File: src/rtl/bde_arb_pkg.sv
// Shared types and constants for the bitmap-engine read-port arbiter.
// Round-robin arbitration is selected by defining BDE_RD_ARB_RR_EN.
package bde_arb_pkg;

  typedef enum logic [1:0] {
    IDLE = 2'd0,
    REQ  = 2'd1,
    DATA = 2'd2
  } arb_state_e;

  localparam int ADDR_W_DEF = 32;
  localparam int DATA_W_DEF = 64;
  localparam int LEN_W_DEF  = 8;

  localparam logic REQ_DISP = 1'b0;
  localparam logic REQ_AUX  = 1'b1;

endpackage

File: src/rtl/bde_arb_pick.sv
// Combinational winner select for the two read requesters.
// BDE_RD_ARB_RR_EN: round-robin on collision; otherwise fixed priority r0 > r1.
module bde_arb_pick
  import bde_arb_pkg::*;
(
  input  logic [1:0] i_req,
  input  logic       i_last_owner,
  output logic       o_any,
  output logic       o_win
);

  assign o_any = |i_req;

`ifdef BDE_RD_ARB_RR_EN
  // On a collision the requester that did not own the last burst wins.
  always_comb begin
    o_win = REQ_DISP;
    if (i_req == 2'b11) begin
      o_win = ~i_last_owner;
    end else if (i_req[1]) begin
      o_win = REQ_AUX;
    end
  end
`else
  logic w_unused;
  assign w_unused = i_last_owner;

  always_comb begin
    o_win = REQ_DISP;
    if (!i_req[0] && i_req[1]) begin
      o_win = REQ_AUX;
    end
  end
`endif

endmodule

File: src/rtl/bde_rd_arbiter.sv
// Two-requester arbiter for the single bitmap-engine AXI read port; one burst in flight.
// BDE_RD_ARB_RR_EN selects round-robin arbitration instead of fixed r0 > r1 priority.
module bde_rd_arbiter
  import bde_arb_pkg::*;
#(
  parameter int C_ADDR_WIDTH = ADDR_W_DEF,
  parameter int C_DATA_WIDTH = DATA_W_DEF,
  parameter int C_LEN_WIDTH  = LEN_W_DEF
) (
  input  logic                    clk_axi,
  input  logic                    reset_axi,
  input  logic                    r0_req,
  output logic                    r0_ack,
  input  logic [C_LEN_WIDTH-1:0]  r0_arlen,
  input  logic [C_ADDR_WIDTH-1:0] r0_address,
  output logic [C_DATA_WIDTH-1:0] r0_data,
  output logic                    r0_data_valid,
  input  logic                    r1_req,
  output logic                    r1_ack,
  input  logic [C_LEN_WIDTH-1:0]  r1_arlen,
  input  logic [C_ADDR_WIDTH-1:0] r1_address,
  output logic [C_DATA_WIDTH-1:0] r1_data,
  output logic                    r1_data_valid,
  output logic                    m_req,
  input  logic                    m_ack,
  output logic [C_LEN_WIDTH-1:0]  m_arlen,
  output logic [C_ADDR_WIDTH-1:0] m_address,
  input  logic [C_DATA_WIDTH-1:0] m_data,
  input  logic                    m_data_valid,
  output logic                    owner,
  output logic                    busy,
  output logic                    err_stray_beat
);

  localparam logic [C_LEN_WIDTH:0] CNT_ONE = {{C_LEN_WIDTH{1'b0}}, 1'b1};

  arb_state_e r_state;
  arb_state_e w_state_nxt;

  logic                    r_owner;
  logic                    r_m_req;
  logic                    r_busy;
  logic                    r_err;
  logic [C_LEN_WIDTH-1:0]  r_arlen;
  logic [C_ADDR_WIDTH-1:0] r_address;
  logic [C_LEN_WIDTH:0]    r_beat_cnt;

  logic [1:0]              w_req;
  logic                    w_any;
  logic                    w_win;
  logic                    w_last_owner;
  logic                    w_accept;
  logic                    w_beat;
  logic                    w_last_beat;
  logic                    w_stray;
  logic [C_LEN_WIDTH:0]    w_cur_cnt;

  assign w_req = {r1_req, r0_req};

  bde_arb_pick u_pick (
    .i_req        (w_req),
    .i_last_owner (w_last_owner),
    .o_any        (w_any),
    .o_win        (w_win)
  );

`ifdef BDE_RD_ARB_RR_EN
  logic r_last_owner;

  always_ff @(posedge clk_axi or posedge reset_axi) begin
    if (reset_axi) begin
      r_last_owner <= 1'b0;
    end else if (r_state == IDLE && w_any) begin
      r_last_owner <= w_win;
    end
  end

  assign w_last_owner = r_last_owner;
`else
  assign w_last_owner = 1'b0;
`endif

  // A beat landing together with m_ack is beat 0 of the burst, so the count
  // seen by the last-beat compare is zero in REQ.
  assign w_accept    = (r_state == REQ) && m_ack;
  assign w_beat      = m_data_valid && (w_accept || r_state == DATA);
  assign w_cur_cnt   = (r_state == DATA) ? r_beat_cnt : '0;
  assign w_last_beat = w_beat && (w_cur_cnt == {1'b0, r_arlen});
  assign w_stray     = m_data_valid && !w_beat;

  always_ff @(posedge clk_axi or posedge reset_axi) begin
    if (reset_axi) begin
      r_state <= IDLE;
    end else begin
      r_state <= w_state_nxt;
    end
  end

  always_comb begin
    w_state_nxt = r_state;
    case (r_state)
      IDLE: if (w_any) w_state_nxt = REQ;
      REQ:  if (m_ack) w_state_nxt = w_last_beat ? IDLE : DATA;
      DATA: if (w_last_beat) w_state_nxt = IDLE;
      default: w_state_nxt = IDLE;
    endcase
  end

  always_comb begin
    r0_ack        = w_accept && (r_owner == REQ_DISP);
    r1_ack        = w_accept && (r_owner == REQ_AUX);
    r0_data_valid = w_beat && (r_owner == REQ_DISP);
    r1_data_valid = w_beat && (r_owner == REQ_AUX);
    r0_data       = m_data;
    r1_data       = m_data;
  end

  always_ff @(posedge clk_axi or posedge reset_axi) begin
    if (reset_axi) begin
      r_owner    <= 1'b0;
      r_m_req    <= 1'b0;
      r_busy     <= 1'b0;
      r_err      <= 1'b0;
      r_arlen    <= '0;
      r_address  <= '0;
      r_beat_cnt <= '0;
    end else begin
      r_busy <= (w_state_nxt != IDLE);
      if (w_stray) begin
        r_err <= 1'b1;
      end
      case (r_state)
        IDLE: begin
          if (w_any) begin
            r_owner   <= w_win;
            r_arlen   <= w_win ? r1_arlen : r0_arlen;
            r_address <= w_win ? r1_address : r0_address;
            r_m_req   <= 1'b1;
          end
        end
        REQ: begin
          if (m_ack) begin
            r_m_req    <= 1'b0;
            r_beat_cnt <= w_beat ? CNT_ONE : '0;
          end
        end
        DATA: begin
          if (w_beat) begin
            r_beat_cnt <= r_beat_cnt + CNT_ONE;
          end
        end
        default: r_m_req <= 1'b0;
      endcase
    end
  end

  assign m_req          = r_m_req;
  assign m_arlen        = r_arlen;
  assign m_address      = r_address;
  assign owner          = r_owner;
  assign busy           = r_busy;
  assign err_stray_beat = r_err;

endmodule

File: config.mk
export PLATFORM = sky130hd
export DESIGN_NAME = bde_rd_arbiter
export DESIGN_NICKNAME = d
export VERILOG_FILES = /design/src/rtl/bde_arb_pkg.sv /design/src/rtl/bde_arb_pick.sv /design/src/rtl/bde_rd_arbiter.sv
export SDC_FILE = /design/constraint.sdc
export NUM_CORES = 1
export LEC_CHECK = 0
export CAP_MARGIN = 20
export CORE_AREA = 4 4 126 128
export CTS_CLUSTER_DIAMETER = 60
export DETAILED_ROUTE_END_ITERATION = 7
export DIE_AREA = 0 0 130 132
export PLACE_DENSITY_LB_ADDON = 0.05
export SLEW_MARGIN = 20
export SYNTH_ARGS = -nofsm -noshare
export SYNTH_HDL_FRONTEND = slang
export SYNTH_SLANG_ARGS = --single-unit
File: constraint.sdc
create_clock -name clk_axi -period 2.2 [get_ports clk_axi]
set_input_delay 0.44 -clock clk_axi [delete_from_list [all_inputs] [get_ports clk_axi]]
set_output_delay 0.44 -clock clk_axi [all_outputs]
set_load 0.005 [all_outputs]
## Word-level counts from Yosys, hierarchy flattened

Index checks and enable logic that the tools add are counted.

| word-level totals | value |
|---|---|
| flip-flop bits (word level) | 55 |
| bits in latches | 0 |
| bits in writable memories | 0 |
| bits in read-only memories | 0 |
| bits of input ports | 150 |
| output and inout port bits | 176 |
| logic and storage cells | 52 |
| memories kept | 0 |

| cells by class | value |
|---|---|
| add/sub/neg operators | 1 |
| $mul | 0 |
| divide/modulo/power cells | 0 |
| $lt $le $gt $ge | 0 |
| equal/unequal tests | 6 |
| shift operators | 0 |
| mux-type cells | 16 |
| bitwise operators | 2 |
| reductions and logical operators | 19 |

Operator list:

| kind | count |
|---|---|
| 32-bit 2-to-1 mux | 1 |
| 9-bit 2-to-1 mux | 3 |
| 9-bit one-hot mux with 2 select lines | 1 |
| 9-bit by 1-bit adder with 9-bit output (second input constant) | 1 |
| 9-bit by 8-bit == test with 1-bit output | 1 |
| 1-bit logical AND | 9 |
| 2-bit 2-to-1 mux | 4 |
| 8-bit 2-to-1 mux | 1 |
| 2-bit one-hot mux with 3 select lines | 1 |
| 3-bit AND reduction | 2 |
| 1-bit 2-to-1 mux | 4 |
| 2-bit inequality test (second input constant) | 2 |
| 2-bit nonzero test | 2 |
| 1-bit one-hot mux with 3 select lines | 1 |
| 2-bit by 1-bit == test with 1-bit output (second input constant) | 1 |
| 2-bit == test (second input constant) | 1 |
| 1-bit logical NOT | 2 |
| 2-bit logical NOT | 1 |
| 2-bit by 1-bit inequality test with 1-bit output (second input constant) | 1 |
| 1-bit inverter | 2 |
| 2-bit AND reduction | 1 |
| 2-bit OR reduction | 1 |
| 1-bit logical OR | 1 |

## Logic depth before layout (Yosys ltp)

Gate-level depths: netlist of run 1.

| logic depth | value |
|---|---|
| depth in word-level cells | 9 |
| gate-level depth with buffers | 6 |

## By module

From an unflattened synthesis of run 1, not the netlist that was laid out.

| unflattened totals | value |
|---|---|
| cell total of the unflattened synthesis | 412 |
| area total of the unflattened synthesis | 3754.9 sq um |

By module, submodules not included:

| module | instances | cells each | area each (sq um) | seq. area each (sq um) |
|---|---|---|---|---|
| bde_rd_arbiter | 1 | 410 | 3742.3 | 1376.3 |
| bde_arb_pick | 1 | 2 | 12.5 | 0.0 |

## Worst setup path before layout of run 1

Ideal clock, no wire load.

| path | value |
|---|---|
| path type | register -> register |
| start | reg r_state[0] |
| end | reg r_busy, in the netlist busy |
| data arrival time | 1.489 ns |
| data required time | 2.076 ns |
| setup slack | 0.587 ns |
| stages on the path, launching flop included | 7 |
| clock period less this slack | 1.613 ns |
| path through | dfrtp_1 > buf_6 > nand2b_4 > o32a_1 > a32oi_2 > a41oi_2 > or2_1 |

| between the ends | value |
|---|---|
| cells in the longest elaborated chain, start to end | 9 |
| elaborated cells on any way between the ends | 15 |
| classes of those cells | eq/ne (3); mux (6); reduce/logical (6) |

RTL lines:

| element | line | source |
|---|---|---|
| start: declaration | bde_rd_arbiter.sv:37 | `arb_state_e r_state;` |
| start signal: assignment | bde_rd_arbiter.sv:95 | `r_state <= w_state_nxt;` |
| branches (longest 7 deep; another with 9-bit 2-to-1 mux) | n/a |  |
| 2-bit one-hot mux with 3 select lines (*) | bde_rd_arbiter.sv:101 | `case (r_state)` |
| via w_state_nxt[1] | bde_rd_arbiter.sv:38 | `arb_state_e w_state_nxt;` |
| 2-bit nonzero test (*) | bde_rd_arbiter.sv:128 | `r_busy <= (w_state_nxt != IDLE);` |
| end signal: assignment | bde_rd_arbiter.sv:128 |  |
| end: declaration | bde_rd_arbiter.sv:42 | `logic r_busy;` |

Mark *: on every way through the listed nets, which the timed path passes.
A chain may end at the register's enable or synchronous reset.

## Final worst setup path of run 1

| path | value |
|---|---|
| start | in m_ack |
| end | out r1_data_valid |

| between the ends | value |
|---|---|
| cells in the longest elaborated chain, start to end | 4 |

RTL lines:

| element | line | source |
|---|---|---|
| start: declaration | bde_rd_arbiter.sv:25 | `input logic m_ack,` |
| 1-bit logical AND | bde_rd_arbiter.sv:85 | `assign w_accept = (r_state == REQ) && m_ack;` |
| 1-bit logical OR | bde_rd_arbiter.sv:86 | `assign w_beat = m_data_valid && (w_accept \|\| r_state == DATA);` |
| 1-bit logical AND | bde_rd_arbiter.sv:86 |  |
| 1-bit logical AND | bde_rd_arbiter.sv:113 | `r1_data_valid = w_beat && (r_owner == REQ_AUX);` |
| end: declaration | bde_rd_arbiter.sv:23 | `output logic r1_data_valid,` |

No other way between the ends.

==> metrics, run 1 <==
Slew Limit Fails 0; Worst Setup Path Type input pin to output pin; vias in the first global route 2703; main flop type after synthesis dfrtp_1; CTS Root Cell clkbuf_16; Global Route Usage Sum 11.1%; Post-CTS Setup Bufs 0; Slowest cell on crit path clkdlybuf4s50_1; Hold Vio Cnt, Final 0; Buffers & Inverters on Critical Path 2; startpoint types input pin; area of the mapped netlist 3800 um2; Worst Hold Class input pin to async pin; post-cts resize count 6; f_max 507 MHz; Register Area 1380 um2; footprint of the multi-input gates 1360 um2; Initial Util 25.5%; register area share after synthesis 36.3%; vias 2562; DRT iter0 DRCs 111; Levels on crit path 5; R2R Path End r_beat_cnt[7]$_DFFE_PP0P_; Clock Path Buffers 2; syn nets 564; wire per inst 15.3 um; yosys warns 0; Detail Route Antenna Nets 0; Die ar. 17200 um2; FF+latch count, synth 55; initial antenna violation count 0; largest net degree at the start of global routing 41; GR Util met2 16.2%; non-filler cells, final 608; reg2reg start r_state[1]$_DFF_PP0_; Die Height 132 um; Die Span X 130 um; total of max-cap violations 0; layout cells sized above 1 7.62%; Tmin final 1.97 ns; GPL Wtd Cong 0.738; setup total negative slack 0 ns; power density over the cells 1050 nW/um2; worst-skew pair later-pin latency 0.30 ns; number of synthesized flops with an enable pin 0; RSZ-0062 raised after global routing false; gr ovfl total 0; met1 Track Usage GR 13.3%; CP startpoint m_ack; placed cells 600; CP required 1.76 ns; std cell rows 45; critical path peak fanout 3; port bufs 133; # nets final 570; Initial DRT Pass Iterations 4; relative max-transition margin 67.0%; critical path's top delay family buffers and inverters; Worst Setup EP r1_data_valid; worst vdd ir 0.000415 V; crit-path cells clkdlybuf4s50_1 > nand3b_1 > nand2_1 > and3_1 > dlygate4sd2_1; Worst Skew 0.00340 ns; number of buffers created by CTS 5; Worst-Margin Slew 0.493 ns; total wire length 9.28 mm; Vias per Instance 4.21; M3 GR Usage 5.31%; Top Usage Layer GRT met2; # IOs 326; first-pass GRT wire length 14.8 mm; Distinct cells, synth 45; HPWL Detailed 7.18 mm; P_leak 1.88 nW; status completed; final setup fails 0; core area 14900 um2; clk slew on worst S/H paths 0.07 ns; CP max stage delay 0.49 ns; period utilization 89.7%; R2R Setup Slk 0.39 ns; DRC 0; n_diodes 0; htree depth 2; hold buffers post-CTS 0; reg2reg path depth 5; Fill cells 1607; Synth Area per Inst 9.19 um2; Synth Instances 413; clock sinks 55; CTS tree yes; crit path DAT 1.53 ns; Async SR Flop Fraction 100%; area delta synth->final 21.4%; critical path endpoint category output pin; final hold slack 0.456 ns
state kept, by name (all words and copies together), names as in the netlist:
name,count
m_address,32
m_arlen,8
busy,1
err_stray_beat,1
m_req,1
r_state,2
owner,1
r_beat_cnt,9
cells by family after synthesis:
family | share of synthesized area (%)
AOI/OAI and AO/OA | 10.9
xor gates and xnor gates | 1.85
muxes | 10.5
adders and majority gates | 0.330
buffers and inverters | 28.5
and+or+nand+nor | 11.6
DFF | 36.3
power breakdown:
part	switching [mW]	total (mW)	internal [mW]
sequential	0.384	1.82	1.44
combinational	0.869	2.13	1.26
clock	0.386	0.873	0.487
total	1.64	4.82	3.19
layout by cell type (no fill, tap or decap), drive strengths merged, types with 2 or more instances in the layout:
master and instances:
clkdlybuf4s50 129, dfrtp 55, nand2 52, o21ai 46
mux2i 40, nor2 19, buf 13, clkbuf 8
a21oi 5, xor2 5, dlygate4sd2 4, xnor2 3
nand4 3, nor2b 3, and3b 2, a211oi 2
and2 2, a31oi 2, nand2b 2, o32ai 2
inv 2
metrics by stage:
step	instance area, um2	total power [mW]	utilization, %	worst slack [ns]
final	4610	4.82	31.0	0.227
after global routing	4610	5.24	31.0	0.119
after CTS	4610	4.97	31.0	0.209
after detailed placement	4450	4.06	30.0	-0.0548
after global placement	4450	4.05	30.0	-0.0494
after floorplan	3800	2.87	-	0.417
layout make-up:
| class | instances | share of cell area, % |
|---|---|---|
| Timing Repair Buffer | 146 | 32.0 |
| Sequential cell | 55 | 29.9 |
| Multi-Input combinational cell | 209 | 29.4 |
| Tap cell | 188 | 5.11 |
| Inverter | 2 | 0.163 |
| Clock buffer | 8 | 3.39 |
layer usage:
metal	vias up	wire, um
met1	1161	3870
met3	34	985
li1	1259	-
met4	0	300
met5	-	0
met2	108	4120
worst min-delay path by stage:
stage	start	to	slack, ns	cells past startpoint
global route	reset_axi	m_address[20]$_DFFE_PP0P_	0.49	2
detailed placement	m_address[15]$_DFFE_PP0P_	m_address[15]$_DFFE_PP0P_	0.47	2
CTS	reset_axi	m_address[21]$_DFFE_PP0P_	0.47	2
global placement	m_address[7]$_DFFE_PP0P_	m_address[7]$_DFFE_PP0P_	0.46	2
floorplan	err_stray_beat$_DFFE_PP0P_	err_stray_beat$_DFFE_PP0P_	0.45	1
finish	reset_axi	m_address[18]$_DFFE_PP0P_	0.46	2
synth_stat cells (2+ instances only):
library cell  number  area share (%)
xnor2_1            3            0.69
nand2_1           52             5.1
mux2i_1           40              11
clkbuf_1           9            0.89
nor2_1            19             1.9
buf_2              5            0.66
o21ai_0           45             5.9
and2_1             2            0.33
a31oi_1            2            0.33
a211oi_1           2            0.40
nor2b_1            3            0.49
and3b_2            2            0.53
nand4_1            3            0.49
inv_1              2            0.20
a21oi_1            5            0.66
buf_6              5             1.5
xor2_1             5             1.2
buf_4            128              25
dfrtp_1           55              36
Power figures use the tool's default switching activity.
==> run 2, diff against run 1 <==
- CTS_CLUSTER_SIZE: not set -> 16
==> results of run 2 <==
Final layout, timing and power as in run 1 (identical DEF).
==> run 3, diff against run 2 <==
- ABC_AREA: not set -> 1
- CORE_AREA: 4 4 126 128 -> 4 4 124 126
- DIE_AREA: 0 0 130 132 -> 0 0 128 130
==> run 3 against run 2 <==
  * Sequential power shrank 4%
  * Highest routed layer unchanged
  * Via count up 20%
  * Clock skew up 0.00086 ns
  * Largest cell class unchanged
  * Largest power group unchanged
==> metrics, run 3 <==
Die Height 130 um (-1.5%); R2R Path End m_address[13]$_DFFE_PP0P_; port bufs 133 (unchanged); # nets final 639 (+12%); Worst-Margin Slew 0.705 ns (+0.212 ns); yosys warns 0 (unchanged); Hold Vio Cnt, Final 0 (unchanged); vias 3080 (+20%); Buffers & Inverters on Critical Path 3 (+1); placed cells 663 (+11%); most frequent cells in the layout clkdlybuf4s50_1 (129), a21oi_1 (78), nor2_1 (54), dfrtp_1 (54), nand3_1 (53); adder-cell share of the synthesized area 0.333% (+0.0030 points); Worst Setup Path Type flop to output pin; R2R Setup Slk 0.39 ns (about the same); area share of and/or/nand/nor cells after synthesis 17.7% (+6.1 points); crit path DAT 1.65 ns (+0.12 ns); Synth Area in Compound Gates 14.0% (+3.1 points); Register Area 1380 um2 (about the same); period utilization 95.1% (+5.4 points); vias in the first global route 3263 (+21%); P_leak 1.90 nW (+0.70%); GPL Wtd Cong 0.782 (+6.0%); wire per inst 17.2 um (+13%); Levels on crit path 5 (unchanged); Worst Skew 0.00426 ns (+0.000862 ns); Initial DRT Pass Iterations 6 (+2); area delta synth->final 21.2%; Synth Area per Inst 7.82 um2 (-15%); clk slew on worst S/H paths 0.07 ns (about the same); most common cell after layout, fill and taps aside clkdlybuf4s50_1; reg2reg start r_state[0]$_DFF_PP0_; Async SR Flop Fraction 100% (unchanged); footprint of the multi-input gates 1220 um2 (-9.9%); Distinct cells, synth 26 (-42%); Final Cell Area 4560 um2 (-1.0%); CTS Root Cell clkbuf_16; FF+latch count, synth 55 (unchanged); Largest register FFs 32 (unchanged); status completed; power density over the cells 1110 nW/um2 (+6.1%); largest net degree at the start of global routing 56 (+37%); largest family of logic cells by synthesized area buffers and inverters; Initial Util 26.3% (+0.75 points); library cell with the largest summed area after synthesis dfrtp_1; std cell rows 44 (-2.2%); most common cell in the synthesized netlist buf_4; RSZ-0062 raised after global routing false; # IOs 326 (unchanged); Synth top cells by count buf_4 (131), a21oi_1 (78), dfrtp_1 (55); first-pass GRT wire length 18.2 mm (+23%); multiplexer share of the synthesized area 0% (-11 points); setup total negative slack 0 ns (unchanged); worst-skew pair later-pin latency 0.30 ns (about the same); register area share after synthesis 36.6% (+0.33 points); f_max 478 MHz (-5.7%); critical path endpoint category output pin; Clock Path Buffers 2 (unchanged); layout cells sized above 1 7.16% (-0.46 points); Die ar. 16600 um2 (-3.0%); core area 14300 um2 (-3.7%); htree depth 2 (unchanged); critical path's top delay family buffers and inverters; main flop type after synthesis dfrtp_1; non-filler cells, final 673 (+11%); DRT iter0 DRCs 113 (+1.8%); number of synthesized flops with an enable pin 0 (unchanged); clock sinks 55 (unchanged); synth top area cells dfrtp_1 (37%), buf_4 (26%), a21oi_1 (10%); CP startpoint r_state[1]$_DFF_PP0_; relative max-transition margin 52.9% (-14 points); reg2reg path depth 6 (+1); Post-Synth XOR/XNOR Area 0.233% (-1.6 points); CTS tree yes; Global Route Usage Sum 14.1% (+3.1 points); final hold slack 0.480 ns (+0.0240 ns); worst vdd ir 0.000396 V (-4.6%); Vias per Instance 4.58 (+8.6%); final setup fails 0 (unchanged); gr ovfl total 0 (unchanged); Tmin final 2.09 ns (+0.119 ns); Slew Limit Fails 0 (unchanged); initial antenna violation count 0 (unchanged); startpoint types flop; DRC 0 (unchanged); Slowest cell on crit path clkdlybuf4s50_1; total of max-cap violations 0 (unchanged); CP required 1.76 ns (about the same); share of the synthesized area in the top cell type 36.6% (+0.33 points); Detail Route Antenna Nets 0 (unchanged); Worst Setup EP r1_ack; post-layout total power 5.07 mW (+5.0%); critical path peak fanout 9 (+6); Die Span X 128 um (-1.5%); Fill cells 1536 (-4.4%); Worst Hold Class flop to flop; total wire length 11.6 mm (+25%); placed instance area 4410 um2 (-0.98%); crit-path cells inv_1 > nand3_2 > buf_4 > nor2_1 > clkdlybuf4s50_1; n_diodes 0 (unchanged); CP max stage delay 0.50 ns (about the same); Synth Instances 481 (+16%); HPWL Detailed 8.29 mm (+15%); syn nets 632 (+12%); area of the mapped netlist 3760 um2 (-0.89%); number of buffers created by CTS 5 (unchanged)
==> run 3: cells by family after synthesis <==
kind of cell               after synthesis
DFF                                     55
AOI/OAI and AO/OA                       98
xor gates and xnor gates                 1
and+or+nand+nor                        148
buffers and inverters                  178
adders and majority gates                1
==> run 3: power by group <==
part	total, mW	internal, mW	switching, mW
combinational	2.51	1.32	1.19
sequential	1.75	1.45	0.299
clock	0.807	0.423	0.384
total	5.07	3.19	1.88
==> run 3: area by class of cell <==
cell class / instances / share of cell area, %
repair buffers: 150 / 32.6
multi-input cells: 248 / 26.8
clock buffers: 7 / 2.91
inverters: 28 / 2.31
well taps: 184 / 5.05
flip-flops and latches: 55 / 30.2
clock inverters: 1 / 0.110
==> run 3: how the worst min path moves through the flow <==
stage,start,end,slack (ns),cells after the start
finish,err_stray_beat$_DFFE_PP0P_,err_stray_beat$_DFFE_PP0P_,0.48,1
detailed placement,err_stray_beat$_DFFE_PP0P_,err_stray_beat$_DFFE_PP0P_,0.47,1
global route,err_stray_beat$_DFFE_PP0P_,err_stray_beat$_DFFE_PP0P_,0.51,1
CTS,err_stray_beat$_DFFE_PP0P_,err_stray_beat$_DFFE_PP0P_,0.49,1
global placement,err_stray_beat$_DFFE_PP0P_,err_stray_beat$_DFFE_PP0P_,0.46,1
floorplan,err_stray_beat$_DFFE_PP0P_,err_stray_beat$_DFFE_PP0P_,0.47,1
==> run 3: metal layers <==
| metal | track usage (%) | vias up | part of all wire (%) |
|---|---|---|---|
| met1 | 16.1 | 1437 | 40 |
| li1 | - | 1459 | - |
| met2 | 22.0 | 160 | 45 |
| met5 | 0 | - | 0 |
| met3 | 8.72 | 24 | 13 |
| met4 | 4.62 | 0 | 2.4 |
==> run 3: stage by stage <==
step	worst slack [ns]	util, %
CTS	0.0758	31.9
finish	0.108	31.9
global placement	-0.162	30.8
floorplan	0.417	-
global route	0.000957	31.9
detailed placement	-0.176	30.8
==> run 3: what timing repair did <==
item,CTS,global route
hold buffers,0,0
gates resized for setup,5,0
setup endpoints to repair,4,0
buffers inserted,2,0
